### config.mk
export PLATFORM = sky130hd
export DESIGN_NAME = uart_tx
export DESIGN_NICKNAME = d
export VERILOG_FILES = /design/src/rtl/uart_tx.sv
export SDC_FILE = /design/constraint.sdc
export NUM_CORES = 1
export LEC_CHECK = 0
export CAP_MARGIN = 20
export CORE_ASPECT_RATIO = 0.9
export CORE_UTILIZATION = 55
export CTS_BUF_LIST = sky130_fd_sc_hd__clkbuf_16
export CTS_CLUSTER_SIZE = 25
export DETAILED_ROUTE_END_ITERATION = 10
export GPL_TIMING_DRIVEN = 0
export PLACE_DENSITY = 0.86
export SKIP_LAST_GASP = 1
export SLEW_MARGIN = 20
export SYNTH_ARGS = -nofsm -noshare
export SYNTH_HDL_FRONTEND = slang
export SYNTH_SLANG_ARGS = --single-unit
### constraint.sdc
create_clock -name clk -period 6.1 [get_ports clk]
set_clock_uncertainty 0.1 [all_clocks]
set_input_delay 0.915 -clock clk [delete_from_list [all_inputs] [get_ports clk]]
set_output_delay 0.915 -clock clk [all_outputs]
set_load 0.02 [all_outputs]
### src/rtl/uart_tx.sv
// uart_tx: 8-bit UART transmitter (start, 8 data LSB-first, optional parity,
// 1 or 2 stop bits). Bit timing comes from an internal 1x bit-period counter.
// Parity encoding matches the companion receiver: bit = ^data ^ parity_mode.
module uart_tx #(
  parameter int CLOCK_RATE = 200_000_000,
  parameter int BAUD_RATE  = 9600
) (
  input  logic       clk,
  input  logic       rst,
  input  logic [7:0] tx_data,
  input  logic       tx_valid,
  output logic       tx_ready,
  input  logic       parity_en,
  input  logic       parity_mode,
  input  logic       stop2,
  output logic       tx_serial,
  output logic       tx_busy,
  output logic       tx_done
);

  localparam int CLKS_PER_BIT = (CLOCK_RATE + BAUD_RATE / 2) / BAUD_RATE;
  localparam int CNT_W        = (CLKS_PER_BIT < 2) ? 1 : $clog2(CLKS_PER_BIT);
  localparam logic [CNT_W-1:0] BIT_LAST = CNT_W'(CLKS_PER_BIT - 1);

  // A 1-clock bit period cannot be framed; refuse to elaborate.
  if (CLKS_PER_BIT < 2) begin : g_bad_rate
    $error("uart_tx: CLKS_PER_BIT must be >= 2");
  end

  localparam logic [2:0] S_IDLE   = 3'd0;
  localparam logic [2:0] S_START  = 3'd1;
  localparam logic [2:0] S_DATA   = 3'd2;
  localparam logic [2:0] S_PARITY = 3'd3;
  localparam logic [2:0] S_STOP   = 3'd4;

  logic [2:0]       state;
  logic [CNT_W-1:0] cnt;
  logic [2:0]       idx;
  logic             stop_cnt;
  logic [7:0]       shift_reg;
  logic             par_en_q;
  logic             par_bit_q;
  logic             stop2_q;
  logic             bit_end;
  logic             accept;

  assign tx_ready = (state == S_IDLE) & ~rst;
  assign accept   = tx_valid & tx_ready;
  assign bit_end  = (cnt == BIT_LAST);

  // Frame sequencer; tx_serial is loaded with the next state's line value
  // on each transition so the output stays a pure register.
  always_ff @(posedge clk) begin
    if (rst) begin
      state     <= S_IDLE;
      cnt       <= '0;
      idx       <= '0;
      stop_cnt  <= 1'b0;
      shift_reg <= '0;
      par_en_q  <= 1'b0;
      par_bit_q <= 1'b0;
      stop2_q   <= 1'b0;
      tx_serial <= 1'b1;
      tx_busy   <= 1'b0;
      tx_done   <= 1'b0;
    end else begin
      tx_done <= 1'b0;
      if (state != S_IDLE) cnt <= bit_end ? '0 : cnt + 1'b1;
      case (state)
        S_IDLE: begin
          if (accept) begin
            shift_reg <= tx_data;
            par_en_q  <= parity_en;
            par_bit_q <= (^tx_data) ^ parity_mode;
            stop2_q   <= stop2;
            cnt       <= '0;
            state     <= S_START;
            tx_serial <= 1'b0;
            tx_busy   <= 1'b1;
          end
        end
        S_START: begin
          if (bit_end) begin
            state     <= S_DATA;
            idx       <= '0;
            tx_serial <= shift_reg[0];
          end
        end
        S_DATA: begin
          if (bit_end) begin
            if (idx == 3'd7) begin
              if (par_en_q) begin
                state     <= S_PARITY;
                tx_serial <= par_bit_q;
              end else begin
                state     <= S_STOP;
                tx_serial <= 1'b1;
              end
            end else begin
              idx       <= idx + 3'd1;
              shift_reg <= {1'b0, shift_reg[7:1]};
              tx_serial <= shift_reg[1];
            end
          end
        end
        S_PARITY: begin
          if (bit_end) begin
            state     <= S_STOP;
            tx_serial <= 1'b1;
          end
        end
        S_STOP: begin
          if (bit_end) begin
            if (stop2_q && !stop_cnt) begin
              stop_cnt <= 1'b1;
            end else begin
              stop_cnt <= 1'b0;
              state    <= S_IDLE;
              tx_busy  <= 1'b0;
              tx_done  <= 1'b1;
            end
          end
        end
        default: begin
          state     <= S_IDLE;
          tx_serial <= 1'b1;
          tx_busy   <= 1'b0;
        end
      endcase
    end
  end

endmodule

==> flow_metrics.env, run 1 <==
export IMPL_hold_viol=0
export IMPL_syn_instance_count=241
export IMPL_setup_tns_ps=0
export IMPL_placement_rows=20
export IMPL_first_pass_iters=5
export IMPL_area_growth_pct=18.69
export IMPL_cts_buffers_inserted=5
export IMPL_ir_drop_mv=0.1803
export IMPL_cts_reportedPaths_clkPinSlew_ps=50
export IMPL_antennaDiodeCount=0
export IMPL_layout_cells_most_common_list="nand2_1 (39), dfxtp_1 (36), nor2_1 (27)"
export IMPL_synth_top_area_share_pct=37.26
export IMPL_seq_area_frac_synth_pct=37.26
export IMPL_worst_r2r_path_depth=7
export IMPL_hold_buffers=0
export IMPL_cts_resized=0
export IMPL_comb_power_share_pct=40.5
export IMPL_p_seq_share_pct=33.2
export IMPL_final_util_pct=67.96
export IMPL_clkPwrFrac_pct=26.2
export IMPL_setup_violations_final=0
export IMPL_synth_seq_cells=36
export IMPL_syn_cell_area_um2=1934
export IMPL_cp_endpoint="tx_ready"
export IMPL_port_buffers=17
export IMPL_rsz0062_at_grt="no"
export IMPL_critPathRequiredTime_ps=5080
export IMPL_slew_headroom_pct=46.21
export IMPL_layout_drive_gt1_share_pct=6.767
export IMPL_clock_fmax_mhz=252.0
export IMPL_p_sw_uw=350.4
export IMPL_critPathLaunchType="input pin"
export IMPL_intPower_uw=558.2
export IMPL_largest_reg_flops=15
export IMPL_core_um2=3378
export IMPL_wl_per_cell_um=14.44
export IMPL_hp_class="flip-flop to flip-flop"
export IMPL_postCtsSetupRepairBufs=0
export IMPL_nets=283
export IMPL_period_minus_slack_ps=3968
export IMPL_die_area_um2=3758
export IMPL_yosysTopAreaCell="dfxtp_1"
export IMPL_synthFlopType="dfxtp_1"
export IMPL_async_flop_share_pct=0
export IMPL_grt_max_degree=11
export IMPL_critPathMaxFanout=10
export IMPL_worst_slew_pin_slew_ps=796.7
export IMPL_crit_type="input pin to output pin"
export IMPL_cts_tree="yes"
export IMPL_dr_total_vias=1863
export IMPL_ant_nets=0
export IMPL_hold_ws_ps=370.6
export IMPL_r2r_slack_ps=3650
export IMPL_finalCritPeriodShare_pct=65.05
export IMPL_synth_area_leaders="dfxtp_1 (37%), nand2_1 (7.6%), a311oi_1 (7.2%), nor2_1 (5.2%), xnor2_1 (3.2%)"
export IMPL_hold_path_depth=2
export IMPL_grt_overflow=0
export IMPL_gp_congestion=0.8621
export IMPL_htree_num_levels=2
export IMPL_worstSetupStartpoint="rst"
export IMPL_status="finished clean"
export IMPL_n_fill_cell=273
export IMPL_grt_pass1_vias=1594
export IMPL_grt_usage_pct=25.77
export IMPL_clk_latency_ps=280
export IMPL_syn_avg_cell_area_um2=8.026
export IMPL_die_width_um=64.51
export IMPL_ys_types=46
export IMPL_p_leak_uw=0.0008512
export IMPL_crit_path_end_kind="output pin"
export IMPL_grt_pass1_wl_mm=7.224
export IMPL_r2r_start="state[2]"
export IMPL_first_iter_violations=147
export IMPL_finalWirelength_mm=4.475
export IMPL_sw_frac_of_total_pct=38.57
export IMPL_synthesis_nets=259
export IMPL_cap_viol_max_count=0
export IMPL_initial_utilization_pct=57.26
export IMPL_layout_commonest_cell="nand2_1"
export IMPL_io_pins=18
export IMPL_synth_edff_count=0
export IMPL_p_per_area_nw_per_um2=395.7
export IMPL_rr_endpoint="shift_reg[6]"
export IMPL_cts_path_max_buffers=2
export IMPL_cts_sinks=36
export IMPL_fp_dieH_um=58.26
export IMPL_dpl_hpwl_mm=3.104
export IMPL_clockRootBuffer="clkbuf_16"
export IMPL_slew_violations=0
export IMPL_antenna_found_initial=0
export IMPL_crit_arrival_ps=2950
export IMPL_drc=0
export IMPL_ys_warn_count=0
export IMPL_vias_per_cell=6.010
-- critical path, stage by stage --
cell and delay, ps:
clkdlybuf4s50_1 560, clkbuf_1 370, clkbuf_1 460, nor2_1 100, clkdlybuf4s50_1 550
-- stage by stage --
| stage | total power [uW] | instances | worst slack [ps] | cell area (um^2) |
|---|---|---|---|---|
| after CTS | 907.7 | 310 | 2122 | 2296 |
| after global routing | 966.6 | 310 | 2066 | 2296 |
| final | 908.6 | 310 | 2132 | 2296 |
| after global placement | 661.0 | 302 | 2149 | 2160 |
| after floorplan | 569.7 | 241 | 3504 | 1934 |
| after detailed placement | 669.0 | 302 | 2151 | 2160 |
-- kinds of logic after synthesis --
group,after synthesis,synth area share (%)
AND/OR/NAND/NOR,120,31.57
AO/OA/AOI/OAI,51,18.82
flip-flops,36,37.26
buffers and inverters,19,4.592
XOR/XNOR,8,3.622
adder cells (fa/ha/maj),4,2.587
multiplexers,3,1.552
-- cell usage after synthesis (3+ instances only) --
cell      instances
nand2_1          39
dfxtp_1          36
nor2_1           27
a311oi_1         16
a21oi_1          11
a31oi_1           8
clkbuf_1          8
nor3_1            8
nand3_1           7
xnor2_1           7
o21ai_0           6
or3_1             6
nand2b_1          5
buf_2             4
ha_1              4
inv_1             4
nand3b_1          4
nor2b_1           4
and2_1            3
mux2i_1           3
-- final cells by class --
| cell class | count | area, um^2 | share of cell area, % |
|---|---|---|---|
| Sequential cell | 36 | 720.7 | 31.39 |
| Buffer | 15 | 73.82 | 3.215 |
| Multi-Input combinational cell | 186 | 1125 | 48.99 |
| Timing Repair Buffer | 17 | 170.2 | 7.411 |
| Tap cell | 44 | 55.05 | 2.398 |
| Clock buffer | 5 | 125.1 | 5.450 |
| Inverter | 4 | 15.01 | 0.6540 |
| Clock inverter | 3 | 11.26 | 0.4905 |
-- layer usage --
metal  GRT usage (%)  vias to the layer above  share of wire [%]
met5               0                        -                  0
met1           32.44                      864                 47
met4           14.29                        0                2.1
met3           4.724                        7                6.7
met2           41.80                       72                 45
li1                -                      920                  -
-- power by group through the flow --
stage	Combinational (uW)	Clock, uW	Sequential [uW]
floorplan	263	0	306
global placement	358	0	303
detailed placement	363	0	306
CTS	366	241	301
global route	410	251	306
finish	368	238	302
-- how the worst min path moves through the flow --
stage / to / slack, ps / startpoint
after floorplan: cnt[14] / 340 / cnt[14]
after global placement: shift_reg[7] / 360 / shift_reg[7]
after detailed placement: shift_reg[7] / 370 / shift_reg[7]
after CTS: shift_reg[7] / 370 / shift_reg[7]
after global routing: shift_reg[7] / 400 / shift_reg[7]
final: idx[0] / 370 / idx[0]
Note: power is estimated with default switching activity, not from simulation.
==> run 2: changes to the inputs <==
--- a/config.mk
+++ b/config.mk
@@ -7,12 +7,12 @@
 export LEC_CHECK = 0
 export CAP_MARGIN = 20
 export CORE_ASPECT_RATIO = 0.9
-export CORE_UTILIZATION = 55
+export CORE_UTILIZATION = 51
 export CTS_BUF_LIST = sky130_fd_sc_hd__clkbuf_16
 export CTS_CLUSTER_SIZE = 25
 export DETAILED_ROUTE_END_ITERATION = 10
 export GPL_TIMING_DRIVEN = 0
-export PLACE_DENSITY = 0.86
+export PLACE_DENSITY = 0.84
 export SKIP_LAST_GASP = 1
 export SLEW_MARGIN = 20
 export SYNTH_ARGS = -nofsm -noshare
==> constraint.sdc (replaced) <==
create_clock -name clk -period 3.24 [get_ports clk]
set_clock_uncertainty 0.1 [all_clocks]
set_input_delay 0.486 -clock clk [delete_from_list [all_inputs] [get_ports clk]]
set_output_delay 0.486 -clock clk [all_outputs]
set_load 0.02 [all_outputs]
==> flow_metrics.env, run 2 (synthesis gave the netlist of run 1 again) <==
export IMPL_wl_per_cell_um=14.55
export IMPL_drc=0
export IMPL_dpl_hpwl_mm=3.208
export IMPL_hold_ws_ps=375.4
export IMPL_postCtsSetupRepairBufs=0
export IMPL_first_iter_violations=158
export IMPL_fp_dieH_um=60.43
export IMPL_io_pins=18
export IMPL_clock_fmax_mhz=334.8
export IMPL_antennaDiodeCount=0
export IMPL_die_width_um=66.92
export IMPL_placement_rows=20
export IMPL_cts_tree="yes"
export IMPL_finalWirelength_mm=4.511
export IMPL_intPower_uw=1054
export IMPL_cts_reportedPaths_clkPinSlew_ps=50
export IMPL_dp_slack_ps=144.8
export IMPL_hold_start="idx[0]"
export IMPL_crit_path_top_delay_cell="clkdlybuf4s50_1"
export IMPL_grt_overflow=0
export IMPL_r2r_slack_ps=760
export IMPL_max_stage_delay_ps=570
export IMPL_cts_resized=0
export IMPL_worst_r2r_path_depth=7
export IMPL_hp_class="flip-flop to flip-flop"
export IMPL_crit_type="input pin to output pin"
export IMPL_slew_violations=0
export IMPL_comb_power_share_pct=41.0
export IMPL_p_leak_uw=0.0008513
export IMPL_cts_sinks=36
export IMPL_setup_tns_ps=0
export IMPL_sw_frac_of_total_pct=38.74
export IMPL_nets=283
export IMPL_rsz0062_at_grt="no"
export IMPL_grt_max_degree=12
export IMPL_clk_latency_ps=280
export IMPL_grt_usage_pct=24.97
export IMPL_antenna_found_initial=0
export IMPL_p_seq_share_pct=32.9
export IMPL_port_buffers=17
export IMPL_slew_headroom_pct=46.42
export IMPL_layout_commonest_cell="nand2_1"
export IMPL_dr_total_vias=1876
export IMPL_p_per_area_nw_per_um2=748.1
export IMPL_grt_pass1_wl_mm=7.493
export IMPL_setup_violations_final=0
export IMPL_n_fill_cell=318
export IMPL_crit_chain="clkdlybuf4s50_1 -> clkbuf_1 -> clkbuf_2 -> nor2_1 -> clkdlybuf4s50_1"
export IMPL_vias_per_cell=6.052
export IMPL_cts_buffers_inserted=5
export IMPL_area_growth_pct=18.89
export IMPL_critPathMaxFanout=10
export IMPL_crit_arrival_ps=2400
export IMPL_rr_endpoint="shift_reg[4]"
export IMPL_die_area_um2=4043
export IMPL_gp_congestion=0.8841
export IMPL_first_pass_iters=5
export IMPL_setup_ws_ps=253.3
export IMPL_clockRootBuffer="clkbuf_16"
export IMPL_cap_viol_max_count=0
export IMPL_core_um2=3503
export IMPL_initial_utilization_pct=55.21
export IMPL_worst_slew_pin_slew_ps=793.6
export IMPL_r2r_start="state[2]"
export IMPL_worstHoldEndpoint="idx[0]"
export IMPL_p_sw_uw=666.6
export IMPL_clkPwrFrac_pct=26.1
export IMPL_finalCritPeriodShare_pct=92.18
export IMPL_period_minus_slack_ps=2987
export IMPL_critPathRequiredTime_ps=2650
export IMPL_layout_drive_gt1_share_pct=7.895
export IMPL_htree_num_levels=2
export IMPL_crit_path_end_kind="output pin"
export IMPL_status="finished clean"
export IMPL_hold_path_depth=2
export IMPL_hold_buffers=0
export IMPL_critPathLaunchType="input pin"
export IMPL_largest_reg_flops=15
export IMPL_cts_path_max_buffers=2
export IMPL_grt_pass1_vias=1661
export IMPL_ir_drop_mv=0.3823
export IMPL_ant_nets=0
export IMPL_layout_cells_most_common_list="nand2_1 (39), dfxtp_1 (36), nor2_1 (27)"
export IMPL_crit_top_cell="clkdlybuf4s50_1"
export IMPL_hold_viol=0
## run 2: power by group through the flow
stage / sequential (uW) / clock [uW] / combinational, uW
after floorplan: 577 / 0 / 496
after global placement: 572 / 0 / 682
after global routing: 576 / 478 / 784
after CTS: 566 / 457 / 700
after detailed placement: 574 / 0 / 694
final: 566 / 449 / 705
## run 2: worst max-delay path, delay by kind of cell
| family | cells | cell delay [ps] |
|---|---|---|
| buffers and inverters | 4 | 1820 |
| AND/OR/NAND/NOR | 1 | 90 |
## run 2: layout make-up
class | count | area [um^2] | share of cell area [%]
inverters | 4 | 15.01 | 0.6529
clock buffers | 5 | 125.1 | 5.441
clock inverters | 3 | 13.76 | 0.5985
plain buffers | 15 | 75.07 | 3.264
well taps | 44 | 55.05 | 2.394
repair buffers | 17 | 170.2 | 7.399
multi-input cells | 186 | 1125 | 48.91
flip-flops and latches | 36 | 720.7 | 31.34
## run 2: through the flow
step / util, % / cell area, um^2 / total power (uW) / cells
4_1_cts: 65.61 / 2298 / 1723 / 310
2_1_floorplan: - / 1934 / 1073 / 241
3_3_place_gp: 61.64 / 2160 / 1253 / 302
3_5_place_dp: 61.64 / 2160 / 1268 / 302
6_report: 65.64 / 2300 / 1721 / 310
5_1_grt: 65.64 / 2300 / 1838 / 310
## run 2: how the worst max path moves through the flow
stage | from | slack (ps) | endpoint
global route | rst | 180 | tx_ready
finish | rst | 250 | tx_ready
floorplan | cnt[0] | 1120 | idx[0]
detailed placement | rst | 140 | tx_ready
global placement | rst | 150 | tx_ready
CTS | rst | 140 | tx_ready
## run 2: metal layers
metal | track usage, % | wire length (um)
met5 | 0 | 0
met4 | 13.07 | 110
met3 | 6.767 | 307
met2 | 36.80 | 1940
met1 | 33.49 | 2152
==> edit: new RTL, flow settings as in run 2 <==
Make the reset (`rst`) asynchronous in one clocked block.
--- a/src/rtl/uart_tx.sv
+++ b/src/rtl/uart_tx.sv
@@ -50,7 +50,7 @@
 
   // Frame sequencer; tx_serial is loaded with the next state's line value
   // on each transition so the output stays a pure register.
-  always_ff @(posedge clk) begin
+  always_ff @(posedge clk or posedge rst) begin
     if (rst) begin
       state     <= S_IDLE;
       cnt       <= '0;
Check against the original RTL: differs if rst is asserted again (counterexample within 4 cycles, from zero or initial values and one cycle with rst high); with rst held inactive, the same outputs for 10 cycles.
==> edit against run 2 <==
- count of clock-buffer cells in the layout stayed put
- power is 16% higher
- final area is 7.7% higher
- worst setup slack better by 0.49 ns
- fmax is 20% higher
- sequential cell count stayed put
- sequential share of layout area is 5.1 points higher
- area after synthesis is 9.2% higher
- hold slack worse by 0.0042 ns
- routed wire length is 4.2% lower
- largest cell class unchanged
==> edit: results (changes against run 2) <==
• 1.91 ns — CP Data Arrival Time, was 2.40 ns
• sky130_fd_sc_hd__dfrtp_1 — top cell type by total area after synthesis, was sky130_fd_sc_hd__dfxtp_1
• 1.09 ns — Register-to-Register Setup Slack, was 0.76 ns
• 56 — library cells used by synthesis, was 46
• 289 — Inst Count DP, was 302
• 14.7% — ratio of cells with drive above 1 in the final layout, was 7.89%
• sky130_fd_sc_hd__dfrtp_1 — Main synth FF type, was sky130_fd_sc_hd__dfxtp_1
• 9 — worst-case reg-to-reg path depth, was 7
• 50.8% — Rel. slew slack, was 46.4%
• 14.5 um — routed length per placed instance, was 14.6 um
• par_bit_q$_DFFE_PP0P_ — hold endpoint, was idx[0]$_SDFFE_PP0P_
• finished clean — result of the run, unchanged
• 4 — number of iterations in the first detailed-routing pass, was 5
• 1.06 nW — leakage power, was 0.851 nW
• 0.951 — Routability Congestion, was 0.884
• 4.32 mm — final wirelength, was 4.51 mm
• shift_reg[0]$_DFFE_PP0P_ — endpoint of the worst register-to-register path, was shift_reg[4]$_SDFFE_PP0P_
• 7.80 mm — wire length of the first global-routing pass, was 7.49 mm
• 223 um — sum of met3 wire segment lengths after detailed routing, was 307 um
• 1653 — vias in the first global route, was 1661
• 22.6% — GRT Resource Usage Total, was 25.0%
• 316 — filler cell count in the final layout, was 318
• sky130_fd_sc_hd__dfrtp_1 (35), sky130_fd_sc_hd__nand2_1 (33), sky130_fd_sc_hd__o21ai_0 (18) — synth cell count leaders, was sky130_fd_sc_hd__nand2_1 (39), sky130_fd_sc_hd__dfxtp_1 (36), sky130_fd_sc_hd__nor2_1 (27)
• 268 — Final Net Count, was 283
• 244 — syn nets, was 259
• sky130_fd_sc_hd__dfrtp_1 (41%), sky130_fd_sc_hd__nand2_1 (5.9%), sky130_fd_sc_hd__o21ai_0 (4.3%) — top cells by area, synth, was sky130_fd_sc_hd__dfxtp_1 (37%), sky130_fd_sc_hd__nand2_1 (7.6%), sky130_fd_sc_hd__a311oi_1 (7.2%)
• 1.80 mm — metal2 WL, was 1.94 mm
• 37 — largest net degree at the start of global routing, was 12
• 100% — async set-or-reset flop fraction in the synthesized netlist, was 0%
• 2340 um^2 — area post-placement, was 2160 um^2
• 3.08 mm — post-detail-place hpwl, was 3.21 mm
• 152 — number of DRC markers after the initial detailed-route iteration, was 158
• 2.21 mm — post-route met1 wirelength, was 2.15 mm
[edit: cells by family after synthesis]
group / after synthesis / synth area share (%)
buffers and inverters: 17 / 3.91
xor gates and xnor gates: 10 / 4.15
DFF: 36 / 42.7
and+or+nand+nor: 93 / 24.7
adders and majority gates: 4 / 2.37
muxes: 8 / 4.21
AOI/OAI and AO/OA: 58 / 18.0
[edit: per-layer routing]
metal / vias to the layer above / track usage, %
met2: 50 / 31.3
met3: 8 / 4.48
met5: - / 0
li1: 852 / -
met4: 0 / 9.75
met1: 822 / 34.3
[edit: worst min-delay path: stages (launching register included)]
cell                      delay [ns]
sky130_fd_sc_hd__dfrtp_1        0.33
sky130_fd_sc_hd__nand2_1        0.04
sky130_fd_sc_hd__o21ai_0        0.06
[edit: how the worst max path moves through the flow]
| stage | start | slack, ns | depth (start not counted) | to |
|---|---|---|---|---|
| 6_report | state[2]$_DFFE_PP0P_ | 0.74 | 3 | tx_ready |
| 5_1_grt | state[2]$_DFFE_PP0P_ | 0.67 | 3 | tx_ready |
| 4_1_cts | state[2]$_DFFE_PP0P_ | 0.74 | 3 | tx_ready |
| 3_5_place_dp | rst | 0.93 | 7 | shift_reg[0]$_DFFE_PP0P_ |
| 3_3_place_gp | tx_valid | 0.93 | 7 | shift_reg[0]$_DFFE_PP0P_ |
| 2_1_floorplan | idx[0]$_DFFE_PP0P_ | 1.28 | 9 | shift_reg[0]$_DFFE_PP0P_ |
[edit: report_power, final]
part	internal, mW	switching (mW)	total, mW
Sequential	0.587	0.106	0.693
Combinational	0.362	0.484	0.846
Clock	0.276	0.178	0.455
[edit: area by class of cell]
cell class | instances | area (um^2) | area share (%)
inverter | 8 | 30.0 | 1.21
sequential | 36 | 902 | 36.4
buffer | 9 | 52.6 | 2.12
clock inverter | 3 | 11.3 | 0.455
clock buffer | 5 | 125 | 5.05
tap | 46 | 57.6 | 2.32
timing repair buffer | 17 | 170 | 6.87
multi-input combinational | 173 | 1130 | 45.5
[edit: metrics by stage]
step | utilization (%) | setup WS, ns
3_3_place_gp | 61.0 | 0.932
5_1_grt | 64.5 | 0.669
3_5_place_dp | 61.0 | 0.927
2_1_floorplan | - | 1.28
4_1_cts | 64.5 | 0.740
6_report | 64.5 | 0.743
